**config.mk**
```make
export PLATFORM = sky130hd
export DESIGN_NAME = mult_div_unit_flat
export DESIGN_NICKNAME = d
export VERILOG_FILES = /design/src/rtl/mdu_pkg.sv /design/src/rtl/mdu_if.sv /design/src/rtl/mdu_sign_fix.sv /design/src/rtl/mult_div_unit.sv /design/src/flat_wrapper.sv
export SDC_FILE = /design/constraint.sdc
export NUM_CORES = 1
export LEC_CHECK = 0
export CAP_MARGIN = 20
export CORE_MARGIN = 4
export CORE_UTILIZATION = 30
export DETAILED_ROUTE_END_ITERATION = 10
export SLEW_MARGIN = 30
export SYNTH_ARGS = -nofsm -noshare
export SYNTH_HDL_FRONTEND = slang
export SYNTH_SLANG_ARGS = --single-unit
```
**constraint.sdc**
```tcl
create_clock -name clk -period 7.3 [get_ports clk]
set_input_delay 1.46 -clock clk [delete_from_list [all_inputs] [get_ports clk]]
set_output_delay 1.46 -clock clk [all_outputs]
set_load 0.05 [all_outputs]
```
**src/rtl/mdu_pkg.sv**
```systemverilog
// Shared types for the iterative multiply/divide unit.
// Op encodings, FSM states and the iteration count.
package mdu_pkg;

    localparam int ITER = 32;

    typedef enum logic [1:0] {
        OP_MULTU = 2'b00,
        OP_MULT  = 2'b01,
        OP_DIVU  = 2'b10,
        OP_DIV   = 2'b11
    } op_e;

    typedef enum logic [1:0] {
        IDLE = 2'b00,
        CALC = 2'b01,
        FIX  = 2'b10
    } state_e;

    function automatic logic op_is_div(input op_e op);
        return op[1];
    endfunction

    function automatic logic op_is_signed(input op_e op);
        return op[0];
    endfunction

endpackage

```
**src/rtl/mdu_if.sv**
```systemverilog
// Request/result bundle between the control unit and the MDU.
// master drives operations, slave returns busy/done and HI/LO.
interface mdu_if #(
    parameter int WIDTH = 32
);
    logic             start;
    logic [1:0]       op;
    logic [WIDTH-1:0] rs_data;
    logic [WIDTH-1:0] rt_data;
    logic             hi_we;
    logic             lo_we;
    logic [WIDTH-1:0] wr_data;
    logic             busy;
    logic             done;
    logic [WIDTH-1:0] hi;
    logic [WIDTH-1:0] lo;

    modport master (
        output start, op, rs_data, rt_data,
        output hi_we, lo_we, wr_data,
        input  busy, done, hi, lo
    );

    modport slave (
        input  start, op, rs_data, rt_data,
        input  hi_we, lo_we, wr_data,
        output busy, done, hi, lo
    );
endinterface

```
**src/rtl/mdu_sign_fix.sv**
```systemverilog
// Final sign correction of the raw accumulator into HI/LO.
// Also applies the divide-by-zero result override.
module mdu_sign_fix
    import mdu_pkg::*;
#(
    parameter int WIDTH = 32
) (
    input  op_e                op_i,
    input  logic               neg_q_i,
    input  logic               neg_r_i,
    input  logic               div_zero_i,
    input  logic [WIDTH-1:0]   rs_raw_i,
    input  logic [2*WIDTH-1:0] acc_i,
    output logic [WIDTH-1:0]   hi_o,
    output logic [WIDTH-1:0]   lo_o
);

    logic [2*WIDTH-1:0] prod;
    logic [WIDTH-1:0]   quo;
    logic [WIDTH-1:0]   rem;
    logic               sgn;

    // Pick product or quotient/remainder and restore signs.
    always_comb begin
        sgn  = op_is_signed(op_i);
        prod = acc_i;
        quo  = acc_i[WIDTH-1:0];
        rem  = acc_i[2*WIDTH-1:WIDTH];
        if (sgn && neg_q_i) begin
            prod = -acc_i;
            quo  = -acc_i[WIDTH-1:0];
        end
        if (sgn && neg_r_i) begin
            rem = -acc_i[2*WIDTH-1:WIDTH];
        end
        if (!op_is_div(op_i)) begin
            hi_o = prod[2*WIDTH-1:WIDTH];
            lo_o = prod[WIDTH-1:0];
        end else if (div_zero_i) begin
            hi_o = rs_raw_i;
            lo_o = '1;
        end else begin
            hi_o = rem;
            lo_o = quo;
        end
    end

endmodule

```
**src/rtl/mult_div_unit.sv**
```systemverilog
// Iterative 32-cycle shift-add multiplier / restoring divider.
// Owns the architectural HI/LO registers and MTHI/MTLO writes.
module mult_div_unit
    import mdu_pkg::*;
#(
    parameter int WIDTH = 32
) (
    input  logic  clk,
    input  logic  rst_n,
    mdu_if.slave  bus
);

    localparam logic [4:0] LAST = 5'(ITER - 1);

    state_e             state_q;
    op_e                op_q;
    logic [WIDTH-1:0]   a_q;
    logic [WIDTH-1:0]   b_q;
    logic [WIDTH-1:0]   b_d;
    logic [2*WIDTH-1:0] acc_q;
    logic [2*WIDTH-1:0] acc_d;
    logic [4:0]         cnt_q;
    logic               neg_q_q;
    logic               neg_r_q;
    logic               dz_q;
    logic [WIDTH-1:0]   rs_raw_q;
    logic [WIDTH-1:0]   hi_q;
    logic [WIDTH-1:0]   lo_q;
    logic               done_q;

    op_e                op_in;
    logic               sgn_in;
    logic               rs_neg;
    logic               rt_neg;
    logic [WIDTH-1:0]   rs_abs;
    logic [WIDTH-1:0]   rt_abs;
    logic [WIDTH:0]     madd;
    logic [WIDTH:0]     dtry;
    logic [WIDTH-1:0]   dsub;
    logic [WIDTH-1:0]   fix_hi;
    logic [WIDTH-1:0]   fix_lo;

    // Operand magnitudes and sign flags for the incoming request.
    always_comb begin
        op_in  = op_e'(bus.op);
        sgn_in = op_is_signed(op_in);
        rs_neg = sgn_in & bus.rs_data[WIDTH-1];
        rt_neg = sgn_in & bus.rt_data[WIDTH-1];
        rs_abs = rs_neg ? -bus.rs_data : bus.rs_data;
        rt_abs = rt_neg ? -bus.rt_data : bus.rt_data;
    end

    // One shift-add or restoring-divide step on the accumulator.
    always_comb begin
        acc_d = acc_q;
        b_d   = b_q;
        madd  = '0;
        dtry  = '0;
        dsub  = '0;
        if (op_is_div(op_q)) begin
            dtry = {acc_q[2*WIDTH-1:WIDTH], b_q[WIDTH-1]};
            dsub = dtry[WIDTH-1:0] - a_q;
            if (dtry >= {1'b0, a_q}) begin
                acc_d = {dsub, acc_q[WIDTH-2:0], 1'b1};
            end else begin
                acc_d = {dtry[WIDTH-1:0], acc_q[WIDTH-2:0], 1'b0};
            end
            b_d = b_q << 1;
        end else begin
            madd = {1'b0, acc_q[2*WIDTH-1:WIDTH]}
                 + (b_q[0] ? {1'b0, a_q} : {(WIDTH+1){1'b0}});
            acc_d = {madd, acc_q[WIDTH-1:1]};
            b_d   = b_q >> 1;
        end
    end

    mdu_sign_fix #(.WIDTH(WIDTH)) u_fix (
        .op_i       (op_q),
        .neg_q_i    (neg_q_q),
        .neg_r_i    (neg_r_q),
        .div_zero_i (dz_q),
        .rs_raw_i   (rs_raw_q),
        .acc_i      (acc_q),
        .hi_o       (fix_hi),
        .lo_o       (fix_lo)
    );

    // Control FSM, datapath registers and HI/LO.
    always_ff @(posedge clk or negedge rst_n) begin
        if (!rst_n) begin
            state_q  <= IDLE;
            op_q     <= OP_MULTU;
            a_q      <= '0;
            b_q      <= '0;
            acc_q    <= '0;
            cnt_q    <= '0;
            neg_q_q  <= 1'b0;
            neg_r_q  <= 1'b0;
            dz_q     <= 1'b0;
            rs_raw_q <= '0;
            hi_q     <= '0;
            lo_q     <= '0;
            done_q   <= 1'b0;
        end else begin
            done_q <= 1'b0;
            unique case (state_q)
                IDLE: begin
                    if (bus.start) begin
                        op_q     <= op_in;
                        a_q      <= rt_abs;
                        b_q      <= rs_abs;
                        neg_q_q  <= rs_neg ^ rt_neg;
                        neg_r_q  <= rs_neg;
                        dz_q     <= (bus.rt_data == '0);
                        rs_raw_q <= bus.rs_data;
                        acc_q    <= '0;
                        cnt_q    <= '0;
                        state_q  <= CALC;
                    end else begin
                        if (bus.hi_we) hi_q <= bus.wr_data;
                        if (bus.lo_we) lo_q <= bus.wr_data;
                    end
                end
                CALC: begin
                    acc_q <= acc_d;
                    b_q   <= b_d;
                    cnt_q <= cnt_q + 5'd1;
                    if (cnt_q == LAST) state_q <= FIX;
                end
                FIX: begin
                    hi_q    <= fix_hi;
                    lo_q    <= fix_lo;
                    done_q  <= 1'b1;
                    state_q <= IDLE;
                end
                default: state_q <= IDLE;
            endcase
        end
    end

    assign bus.busy = (state_q != IDLE);
    assign bus.done = done_q;
    assign bus.hi   = hi_q;
    assign bus.lo   = lo_q;

endmodule

```
**src/flat_wrapper.sv**
```systemverilog
// flat-port wrapper written by rule: the top's interface ports become plain ports
module mult_div_unit_flat import mdu_pkg::*;
#(
    parameter int WIDTH = 32
)
  (clk, rst_n, bus_start, bus_op, bus_rs_data, bus_rt_data, bus_hi_we, bus_lo_we, bus_wr_data, bus_busy, bus_done, bus_hi, bus_lo);
  mdu_if #(.WIDTH(WIDTH)) bus_i ();
  input  logic clk;
  input  logic rst_n;
  input wire logic [$bits(bus_i.start)-1:0] bus_start;
  input wire logic [$bits(bus_i.op)-1:0] bus_op;
  input wire logic [$bits(bus_i.rs_data)-1:0] bus_rs_data;
  input wire logic [$bits(bus_i.rt_data)-1:0] bus_rt_data;
  input wire logic [$bits(bus_i.hi_we)-1:0] bus_hi_we;
  input wire logic [$bits(bus_i.lo_we)-1:0] bus_lo_we;
  input wire logic [$bits(bus_i.wr_data)-1:0] bus_wr_data;
  output wire logic [$bits(bus_i.busy)-1:0] bus_busy;
  output wire logic [$bits(bus_i.done)-1:0] bus_done;
  output wire logic [$bits(bus_i.hi)-1:0] bus_hi;
  output wire logic [$bits(bus_i.lo)-1:0] bus_lo;
  assign bus_i.start = bus_start;
  assign bus_i.op = bus_op;
  assign bus_i.rs_data = bus_rs_data;
  assign bus_i.rt_data = bus_rt_data;
  assign bus_i.hi_we = bus_hi_we;
  assign bus_i.lo_we = bus_lo_we;
  assign bus_i.wr_data = bus_wr_data;
  assign bus_busy = bus_i.busy;
  assign bus_done = bus_i.done;
  assign bus_hi = bus_i.hi;
  assign bus_lo = bus_i.lo;
  mult_div_unit #(.WIDTH(WIDTH)) u_core (.clk(clk), .rst_n(rst_n), .bus(bus_i));
endmodule
```
-- Yosys cells after proc, flatten, opt, wreduce, memory -nomap -nowiden
Index checks and enable logic that the tools add are counted.
- magnitude comparators: 1
- mux-type cells: 29
- add/subtract/negate cells: 8
- reduce and logical (&&, ||, !) cells: 12
- eq/ne operators: 8
- bitwise logic cells: 3
- operators with widths (operator ; number):
    32-bit two-way mux ; 15
    64-bit two-way mux ; 4
    32-bit case mux with 2 select lines ; 3
    32-bit negator ; 4
    64-bit case mux with 2 select lines ; 1
    64-bit negator ; 1
    32-bit by 33-bit adder with 33-bit output ; 1
    33-bit by 32-bit greater-or-equal comparator with 1-bit output ; 1
    32-bit logical NOT ; 1
    32-bit subtractor ; 1
    5-bit case mux with 2 select lines ; 1
    2-bit inequality test (second input constant) ; 4
    2-bit AND reduction ; 3
    3-bit AND reduction ; 2
    2-bit nonzero test ; 3
    5-bit by 1-bit adder with 5-bit output (second input constant) ; 1
    5-bit == test (second input constant) ; 1
    5-bit two-way mux ; 1
    2-bit two-way mux ; 2
    2-bit case mux with 2 select lines ; 1
    1-bit bitwise AND ; 2
    2-bit by 1-bit == test with 1-bit output (second input constant) ; 1
    2-bit == test (second input constant) ; 1
    1-bit logical AND ; 2
    other kinds (4) ; 4
- register bits after elaboration: 237
- logic and storage cells: 74

-- Depth between registers and ports, before layout
- depth in word-level cells: 5
- gate-level depth with buffers: 15
- mapped depth without buffers: 14

-- Modules after synthesis
A second synthesis with hierarchy kept.
- cell total of the unflattened synthesis: 2326
- area total of the unflattened synthesis: 18474.0 µm²
- modules (own cells, without submodules) (module ; area each (µm²) ; cells an instance ; sequential area each (µm²) ; times used):
    mult_div_unit ; 15222.1 ; 1787 ; 5930.7 ; 1
    mdu_sign_fix ; 3251.9 ; 539 ; 0.0 ; 1

-- Least setup slack after synthesis
OpenSTA, ideal clock, no wires.
- path kind: input to register
- start: input port bus_rs_data[4]
- end: register u_core.b_q[29]
- setup slack: 3864 ps
- arrival time: 3304 ps
- stages: 9
- cells stage by stage: nor4_2 and3_1 buf_2 nand4_1 or4_1 o41ai_1 xnor2_1 o21ai_1 o21ai_1
- longest elaborated chain between the ends: 4
- ends and longest elaborated chain (what ; RTL line ; source):
    start: declaration ; flat_wrapper.sv:12 ; input wire logic [$bits(bus_i.rs_data)-1:0] bus_rs_data;
    32-bit negator ; mult_div_unit.sv:49 ; rs_abs = rs_neg ? -bus.rs_data : bus.rs_data;
    32-bit two-way mux ; mult_div_unit.sv:49 ;
    32-bit two-way mux ; mult_div_unit.sv:108 ; if (bus.start) begin
    32-bit case mux with 2 select lines ; mult_div_unit.sv:106 ; unique case (state_q)
    end signal: assignment ; mult_div_unit.sv:111 ; b_q <= rs_abs;
    end: declaration ; mult_div_unit.sv:18 ; logic [WIDTH-1:0] b_q;
Every way passes these cells. The select of a mux whose other input is x is not followed.
A chain may end at the register's enable or synchronous reset.

-- Worst setup path in the final report
- start: register u_core.acc_q[43]
- end: register u_core.acc_q[40]
- longest elaborated chain between the ends: 4
- ends and longest elaborated chain (what ; RTL line ; source):
    start: declaration ; mult_div_unit.sv:20 ; logic [2*WIDTH-1:0] acc_q;
    start signal: assignment ; mult_div_unit.sv:95 ; acc_q <= '0;
    start signal: assignment ; mult_div_unit.sv:116 ; acc_q <= '0;
    start signal: assignment ; mult_div_unit.sv:125 ; acc_q <= acc_d;
    33-bit by 32-bit greater-or-equal comparator with 1-bit output ; mult_div_unit.sv:63 ; if (dtry >= {1'b0, a_q}) begin
    64-bit two-way mux ; mult_div_unit.sv:63 ;
    64-bit two-way mux ; mult_div_unit.sv:60 ; if (op_is_div(op_q)) begin
    64-bit case mux with 2 select lines ; mult_div_unit.sv:106 ;
Every way passes these cells.

==> impl_metrics.ini <==
[placement]
place_area_um2 = 20200
gp_congestion = 0.933
hpwl_um = 44000
port_buffers = 168

[global_route]
overflow = 0
grt_antenna_before_repair = 2
grt_max_degree = 148
grt_use_total = 0.180
grt_pass1_wl_um = 92400
first_global_vias = 16000

[min_path]
hp-class = flip-flop to flip-flop
hp-start = u_core.rs_raw_q[16]$_DFFE_PN0P_

[worst_setup_path]
critical_path.top_delay_family = compound AO/OA/AOI/OAI gates
critPathRequiredTime_ns = 7.75
reg2reg_from = u_core.acc_q[43]$_DFFE_PN0P_
cp_common_cell = a21oi_1
r2r_slack_ns = 3.27
cp_max_fo = 45
critical_path_arrival_ns = 4.48
path_buf_inv = 1
worstReg2RegEnd = u_core.acc_q[40]$_DFFE_PN0P_
setup.worst_path.start_class = flip-flop
startpoint = u_core.acc_q[43]$_DFFE_PN0P_
crit_end = u_core.acc_q[40]$_DFFE_PN0P_
cp-end-kind = flip-flop
cpPeakStageDelay_ns = 0.62
reg2regPathDepth = 12
path_class = flip-flop to flip-flop
path_depth = 12
timing.critical_path.cells = ha_1 > a21oi_1 > o21ai_1 > a31oi_1 > a21oi_1 > o31ai_2 > a21oi_1 > o21ai_4 > buf_4 > mux2i_1 > a21oi_1 > a22o_1
cp_slowest_cell = dfrtp_1

[synthesis]
netlist_instances = 2197
ys.warnings.count = 0
ys_ff_latch = 237
yosysSeqAreaShare = 0.331
async_flop_share = 1.00
netlist_area_um2 = 17900
synth_fp_nets = 2372
avgSynthCellArea_um2 = 8.17
synthDistinctLibCells = 74
synth_ff_type = dfrtp_1
yosys.area.top_type_share = 0.331
post-synth-top-area-cell = dfrtp_1
synth_edf_count = 0
synth_top_cells_by_area = dfrtp_1 33%, nand2_1 7.8%, mux2i_1 7.4%

[sta]
period_share = 0.552
fin_skew_ns = 0.0162
fmax_mhz = 248
hold_violations = 0
rsz0062_at_grt = false
maxSlewViolCount = 0
slew_headroom = 0.358
worst_pin_slew_ns = 0.961
finalCriticalPeriod_ns = 4.03
setup_viol = 0
fin_setup_tns_ns = 0

[cells_and_area]
drive_above_1_share = 0.0466
nets = 2430
n_fill_cell = 5941
regArea_um2 = 5940
synthToLayoutAreaGrowth_pct = 18.2
multiInputGateArea_um2 = 11200
finalInstanceArea_um2 = 21200
mostFrequentLayoutCells = 372 x nand2_1, 235 x dfrtp_1, 201 x o21ai_0, 167 x clkdlybuf4s50_1, 144 x a21oi_1
antennaDiodeCount = 0
final_common_cell = nand2_1

[routing]
via_count = 16200
wl_um = 59000
drt_iter0_markers = 1030
post_drt_wl_per_cell_um = 19.4
drcViolationCount = 0
via_per_inst = 5.32
drtAntennaViolNets = 0
drt-pass1-iter-count = 5

[power]
combPwrFrac = 0.591
pwr-share-seq = 0.267
p_leak_nw = 8.88
irDropWorstVdd_v = 0.000298
intPower_w = 0.00540
p_sw_w = 0.00519
powerDensity_nw_per_um2 = 500
switching_share = 0.490
power_frac_clock = 0.143

[cts]
clk_path_buf_depth = 3
cts_hold_buf = 0
root_buffer = clkbuf_16
post_cts_resized = 0
htreeDepth = 1
clock_latency_ns = 0.57
cts_inserted_buffers = 27
postCtsSetupBuffers = 0
cts.clk_slew.worst_paths_ns = 0.07
cts_tree = built
clkSinkCount = 237

[die]
die_area_um2 = 63800
die_height_um = 253
start_util = 0.303
die_x_um = 253
core_area_um2 = 59100
fp-row-count = 89
ioPinCount = 169

[outcome]
status = finished clean

[flow_run]
drv_cap = 0
## registers in the layout (all words and copies together), names as in the netlist, 2 cells and up
signal,cells
u_core.b_q,32
u_core.bus.lo,32
u_core.state_q,2
u_core.bus.hi,32
u_core.acc_q,64
u_core.cnt_q,5
u_core.a_q,32
u_core.rs_raw_q,32
u_core.op_q,2
## Yosys cell counts, drive strengths merged, types with 7 or more instances
master	count
and3	13
nand2b	17
or3	11
o31ai	23
nor4	20
nor2	93
and2	41
o21a	7
buf	23
ha	70
a31oi	15
o211ai	39
nand3	23
o22ai	21
mux2i	133
o41ai	8
or4	7
o21ai	267
a221o	14
nand4	13
xor2	92
xnor2	116
clkbuf	134
dfrtp	237
nand2	372
inv	61
nor2b	9
a22oi	19
o21bai	9
nor3	32
a21o	36
a21oi	144
## kinds of logic (layout without fill, tap and decap cells)
kind of cell,Yosys count,count (layout),share of synthesized area
buf+inv,218,297,0.0471
flops,237,237,0.331
compound gates,652,652,0.221
mux,138,138,0.0773
xor+xnor,208,208,0.102
fa+ha+maj,72,72,0.0511
simple gates,672,672,0.172
## power groups by stage
stage               clock network (W)  registers [W]  logic, W
finish                        0.00151        0.00282   0.00625
global route                  0.00160        0.00290   0.00691
CTS                           0.00155        0.00281   0.00623
detailed placement                  0        0.00283   0.00622
global placement                    0        0.00282   0.00610
floorplan                           0        0.00295   0.00433
## area by class of cell
| class | count | area share |
|---|---|---|
| Clock buffer | 34 | 0.0359 |
| Clock inverter | 16 | 0.0105 |
| Inverter | 61 | 0.0108 |
| Multi-Input combinational cell | 1742 | 0.530 |
| Sequential cell | 237 | 0.280 |
| Tap cell | 773 | 0.0456 |
| Timing Repair Buffer | 186 | 0.0875 |
## stage by stage
step	instances	total power, W	worst slack, ns	hold slack [ns]	utilization
after detailed placement	2998	0.00905	2.67	0.469	0.341
after CTS	3048	0.0106	3.26	0.486	0.358
final	3049	0.0106	3.27	0.483	0.359
after global routing	3049	0.0114	2.94	0.502	0.359
after floorplan	2197	0.00729	3.86	0.445	-
after global placement	2998	0.00892	2.71	0.466	0.341
## worst min path at each step
stage	end	slack, ns	depth (start not counted)
after floorplan	u_core.rs_raw_q[11]$_DFFE_PN0P_	0.45	2
after global placement	u_core.bus.lo[7]$_DFFE_PN0P_	0.47	2
after detailed placement	u_core.rs_raw_q[21]$_DFFE_PN0P_	0.47	2
after CTS	u_core.rs_raw_q[16]$_DFFE_PN0P_	0.49	2
after global routing	u_core.rs_raw_q[21]$_DFFE_PN0P_	0.50	2
final	u_core.rs_raw_q[16]$_DFFE_PN0P_	0.48	2
## routing by layer
| metal | up-vias | GRT usage | part of all wire |
|---|---|---|---|
| met5 | - | 0 | 0.00058 |
| met4 | 4 | 0.0529 | 0.028 |
| met3 | 93 | 0.0289 | 0.055 |
| met2 | 452 | 0.305 | 0.48 |
| met1 | 7790 | 0.236 | 0.44 |
| li1 | 7867 | - | - |
## worst reg2reg max path: cells and delay by family, from the launching register on
| family | cells | cell delay (ns) |
|---|---|---|
| buf+inv | 1 | 0.54 |
| compound gates | 9 | 2.05 |
| fa+ha+maj | 1 | 0.41 |
| flops | 1 | 0.62 |
| mux | 1 | 0.29 |
No activity file was read; power rests on OpenSTA's default activity.
